==> src/rtl/mac_pkg.sv <==
// Shared widths and types for the 2x2 element-wise MAC core.
package mac_pkg;

  localparam int DATA_W = 8;
  localparam int ACC_W  = 32;

  typedef logic signed [DATA_W-1:0] operand_t;
  typedef logic signed [ACC_W-1:0]  acc_t;

  typedef operand_t operand_arr_t [2][2];
  typedef acc_t     acc_arr_t     [2][2];

endpackage

==> src/rtl/mac_pe.sv <==
// One signed MAC lane: full-precision product, sign-extend, wrapping add,
// and a reset/clear/enable priority register.
module mac_pe
  import mac_pkg::*;
#(
  parameter int DATA_W = mac_pkg::DATA_W,
  parameter int ACC_W  = mac_pkg::ACC_W
) (
  input  logic                     clk,
  input  logic                     rst_n,
  input  logic                     en,
  input  logic                     clear,
  input  logic signed [DATA_W-1:0] a,
  input  logic signed [DATA_W-1:0] b,
  output logic signed [ACC_W-1:0]  acc
);

  localparam int PROD_W = 2 * DATA_W;

  logic signed [PROD_W-1:0] prod_s;
  logic signed [ACC_W-1:0]  prod_ext_s;
  logic signed [ACC_W-1:0]  acc_next_s;
  logic signed [ACC_W-1:0]  acc_r;

  // Product is widened on both operands first so the multiply is exact.
  always_comb begin
    prod_s     = PROD_W'(a) * PROD_W'(b);
    prod_ext_s = ACC_W'(prod_s);
  end

  // Next accumulator value: clear beats enable, otherwise hold.
  always_comb begin
    acc_next_s = acc_r;
    if (clear) begin
      acc_next_s = '0;
    end else if (en) begin
      acc_next_s = acc_r + prod_ext_s;
    end else begin
      acc_next_s = acc_r;
    end
  end

  // Accumulator register with synchronous active-low reset.
  always_ff @(posedge clk) begin
    if (!rst_n) begin
      acc_r <= '0;
    end else begin
      acc_r <= acc_next_s;
    end
  end

  assign acc = acc_r;

endmodule

==> src/rtl/mac_array_2x2.sv <==
// Compute core: four independent MAC lanes sharing en/clear/reset,
// accumulating a[i][j]*b[i][j] element-wise.
module mac_array_2x2
  import mac_pkg::*;
#(
  parameter int DATA_W = mac_pkg::DATA_W,
  parameter int ACC_W  = mac_pkg::ACC_W
) (
  input  logic                     clk,
  input  logic                     rst_n,
  input  logic                     en,
  input  logic                     clear,
  input  logic signed [DATA_W-1:0] a   [2][2],
  input  logic signed [DATA_W-1:0] b   [2][2],
  output logic signed [ACC_W-1:0]  acc [2][2]
);

  for (genvar gi = 0; gi < 2; gi++) begin : g_row
    for (genvar gj = 0; gj < 2; gj++) begin : g_col
      mac_pe #(
        .DATA_W (DATA_W),
        .ACC_W  (ACC_W)
      ) u_pe (
        .clk   (clk),
        .rst_n (rst_n),
        .en    (en),
        .clear (clear),
        .a     (a[gi][gj]),
        .b     (b[gi][gj]),
        .acc   (acc[gi][gj])
      );
    end
  end

endmodule

==> config.mk <==
export PLATFORM = sky130hd
export DESIGN_NAME = mac_array_2x2
export DESIGN_NICKNAME = d
export VERILOG_FILES = /design/src/rtl/mac_pkg.sv /design/src/rtl/mac_pe.sv /design/src/rtl/mac_array_2x2.sv
export SDC_FILE = /design/constraint.sdc
export NUM_CORES = 2
export LEC_CHECK = 0
export ABC_AREA = 0
export ABC_CLOCK_PERIOD_IN_PS = 8800
export CORE_MARGIN = 3
export CORE_UTILIZATION = 52
export DETAILED_ROUTE_END_ITERATION = 16
export PLACE_DENSITY = 0.8
export REMOVE_ABC_BUFFERS = 1
export SKIP_LAST_GASP = 1
export SLEW_MARGIN = 10
export SYNTH_ARGS = -nofsm -noshare
export SYNTH_HDL_FRONTEND = slang
export SYNTH_HIERARCHICAL = 1
export SYNTH_SLANG_ARGS = --single-unit
==> constraint.sdc <==
create_clock -name clk -period 8.8 [get_ports clk]
set_clock_uncertainty 0.15 [all_clocks]
set_input_delay 1.76 -clock clk [delete_from_list [all_inputs] [get_ports clk]]
set_output_delay 1.76 -clock clk [all_outputs]
set_load 0.05 [all_outputs]
==> impl_metrics.py <==
metrics = {
    "status": {
        "status": "finished clean",
    },
    "worst_setup_path": {
        "cp-end-kind": "register",
        "worst-path-max-fanout": 13,
        "cp-start-kind": "primary input",
        "crit_arrival_ns": 7.95,
        "reg2reg_depth": 19,
        "required_ns": 9.06,
        "crit_type": "in -> reg",
        "startpoint": "a[15]",
        "r2r_slack_ns": 3.19,
        "r2r_start": "g_row[0].g_col[0].u_pe/acc[4]$_SDFFE_PP0P_",
    },
    "routing": {
        "detail_route.vias_per_cell": 5.66,
        "routedWlPerCell_um": 18.5,
        "ant_nets": 0,
        "drt_iter0_drc": 1297,
        "dr.pass1.iters": 5,
        "drc": 0,
        "vias": 19800,
        "drt_wl_total_mm": 64.6,
    },
    "yosys": {
        "synth_seq_cells": 128,
        "synth_area_sq_um": 26100,
        "synth_top_family_by_area": "adder cells",
        "yosysWarnings": 6,
        "synthSimpleGateAreaFrac_pct": 12.4,
        "ys.flop_type": "dfxtp_1",
        "synthXorXnorAreaFrac_pct": 3.66,
        "synth_mux_area_share_pct": 2.42,
        "synth_edf_count": 0,
        "synthAdderAreaFrac_pct": 55.2,
        "synth_cell_types": 70,
        "async_flop_share_pct": 0,
        "syn_inst": 2638,
        "synth_compound_area_share_pct": 10.0,
        "synth_seq_area_share_pct": 9.83,
        "syn_avg_cell_area_sq_um": 9.88,
    },
    "timing": {
        "rsz0062_at_grt": "no",
        "finalMaxSlewViolations": 0,
        "setup_tns_ns": 0,
        "slew_headroom_pct": 25.7,
        "timing.fmax_mhz": 130,
        "setup_viol": 0,
        "hold_violations": 0,
        "period_minus_slack_ns": 7.69,
        "min_period_over_period_pct": 87.4,
        "tightest_slew_ns": 1.11,
    },
    "clock_tree": {
        "htree_levels": 4,
        "numCtsBuffers": 17,
        "ctsHoldBuffers": 0,
        "path_clk_slew_ns": 0.06,
        "cts_tree": "built",
        "cts_resized": 0,
        "root_buffer": "clkbuf_16",
        "clockBufferDepth": 2,
        "cts_setup_buffers": 0,
        "clock_latency_ns": 0.49,
        "cts.sinks": 128,
    },
    "job": {
        "drv_cap": 0,
    },
    "finish": {
        "fin_util_pct": 59.8,
        "fillers": 4125,
        "layout-drive-gt1-share_pct": 2.68,
        "stdcell_area_sq_um": 29400,
        "antenna_cells": 0,
        "seqCellArea_sq_um": 2560,
        "syn2layout_area_growth_pct": 12.9,
        "multi_input_area_sq_um": 21800,
        "nNetsFinal": 3717,
        "largest_reg_flops": 128,
    },
    "grt": {
        "antenna_found_initial": 0,
        "grt_pass1_wl_mm": 110,
        "grt_pass1_vias": 21700,
        "grt_max_degree": 50,
        "grt-ovfl-total": 0,
        "grt_use_total_pct": 25.8,
    },
    "placed_design": {
        "hpwl_mm": 53.0,
        "gp_congestion": 0.976,
        "place.port_buffers": 195,
        "postPlaceCellArea_sq_um": 28800,
    },
    "worst_hold_path": {
        "holdCritStartpoint": "g_row[1].g_col[0].u_pe/acc[24]$_SDFFE_PP0P_",
        "worstHoldPathCells": 2,
        "min_path_type": "reg -> reg",
    },
    "floorplan": {
        "core-area_sq_um": 49300,
        "die_h_um": 230,
        "std_cell_rows": 81,
        "initial_utilization_pct": 52.9,
        "io_pins": 196,
        "die-area_sq_um": 52900,
        "fp.dieW_um": 230,
    },
}
cell usage after synthesis, types with 4 or more instances:
cell type  count  area share, %
fa_1         544             42
inv_1        387            5.6
ha_1         280             13
nand2_1      208            3.0
nor2_1       166            2.4
and2_1       130            3.1
dfxtp_1      128            9.8
a21oi_1      121            2.3
xnor2_1       66            2.2
mux2i_1       62            2.4
o21ai_0       62            1.2
a21o_1        52            1.5
xor2_1        43            1.4
nand3_1       39           0.75
clkbuf_1      34           0.49
o21ai_1       32           0.61
a211oi_1      27           0.78
nor3_1        26           0.50
nand4_1       19           0.46
nand2b_1      17           0.41
o21a_1        15           0.43
a31oi_1       13           0.31
nor2b_1       13           0.31
and3_1        12           0.29
buf_1          8           0.12
o211ai_1       8           0.23
o21bai_1       8           0.23
and4_1         7           0.24
buf_2          7           0.13
o22ai_1        7           0.17
nand3b_1       6           0.17
or3_1          6           0.14
a221oi_1       5           0.17
a32o_1         5           0.19
clkinv_1       5          0.072
nor3b_1        5           0.14
o2111ai_1      5           0.17
a211o_1        4           0.13
o21ai_2        4           0.13
or4_1          4           0.12
cell families after synthesis:
group / Yosys count
AO/OA/AOI/OAI: 402
XOR/XNOR: 109
adder cells (fa/ha/maj): 824
buffers and inverters: 442
flip-flops: 128
multiplexers: 63
AND/OR/NAND/NOR: 670
final cells by class:
type                       count  area share, %
tap                          664           2.82
multi-input combinational   2068           74.2
timing repair buffer         218           7.21
clock inverter                 4          0.323
clock buffer                  28           1.79
sequential                   128           8.70
inverter                     392           5.00
metal layers:
metal / share of wire (%) / global-route usage [%] / up-vias / routed length [um]
li1: - / - / 8967 / -
met1: 41 / 33.2 / 10100 / 26500
met2: 50 / 44.2 / 626 / 32500
met3: 5.6 / 4.56 / 144 / 3590
met4: 3.1 / 8.94 / 0 / 1990
met5: 0 / 0 / - / 0
critical path: stages:
cell	delay, ns
clkdlybuf4s50_1	0.62
nand2_1	0.22
fa_1	0.78
fa_1	0.58
inv_1	0.62
fa_1	0.56
fa_1	0.44
ha_1	0.28
ha_1	0.38
o21ai_1	0.11
nand2b_1	0.10
and3_1	0.20
nand3_1	0.08
o22ai_1	0.39
a311oi_1	0.21
or4b_1	0.51
nand3_1	0.09
cells in the final DEF, fill, tap and decap left out, types with 27 or more instances in the layout:
cell type / n
o21ai_0: 62
dfxtp_1: 128
nor2_1: 166
o21ai_1: 32
inv_1: 387
and2_1: 126
xor2_1: 43
nand3_1: 39
a21oi_1: 121
ha_1: 280
a211oi_1: 27
nand2_1: 208
xnor2_1: 66
clkdlybuf4s50_1: 194
mux2i_1: 62
a21o_1: 52
fa_1: 544
worst paths after layout:
path | end
hold reg to reg | g_row[1].g_col[0].u_pe/acc[24]$_SDFFE_PP0P_
setup reg to reg | g_row[0].g_col[0].u_pe/acc[26]$_SDFFE_PP0P_
setup / recovery | g_row[1].g_col[0].u_pe/acc[26]$_SDFFE_PP0P_
hold / removal | g_row[1].g_col[0].u_pe/acc[24]$_SDFFE_PP0P_
stage by stage:
stage | hold WS (ns) | instances | setup slack [ns]
6_report | 0.353 | 3502 | 1.11
5_1_grt | 0.390 | 3502 | 0.810
4_1_cts | 0.358 | 3502 | 1.21
3_5_place_dp | 0.344 | 3470 | 0.719
3_3_place_gp | 0.336 | 3470 | 0.854
2_1_floorplan | 0.534 | 2588 | 1.33
Power is not shown: default switching activity piles up to over one toggle a cycle in this logic, so the estimate is an artifact.
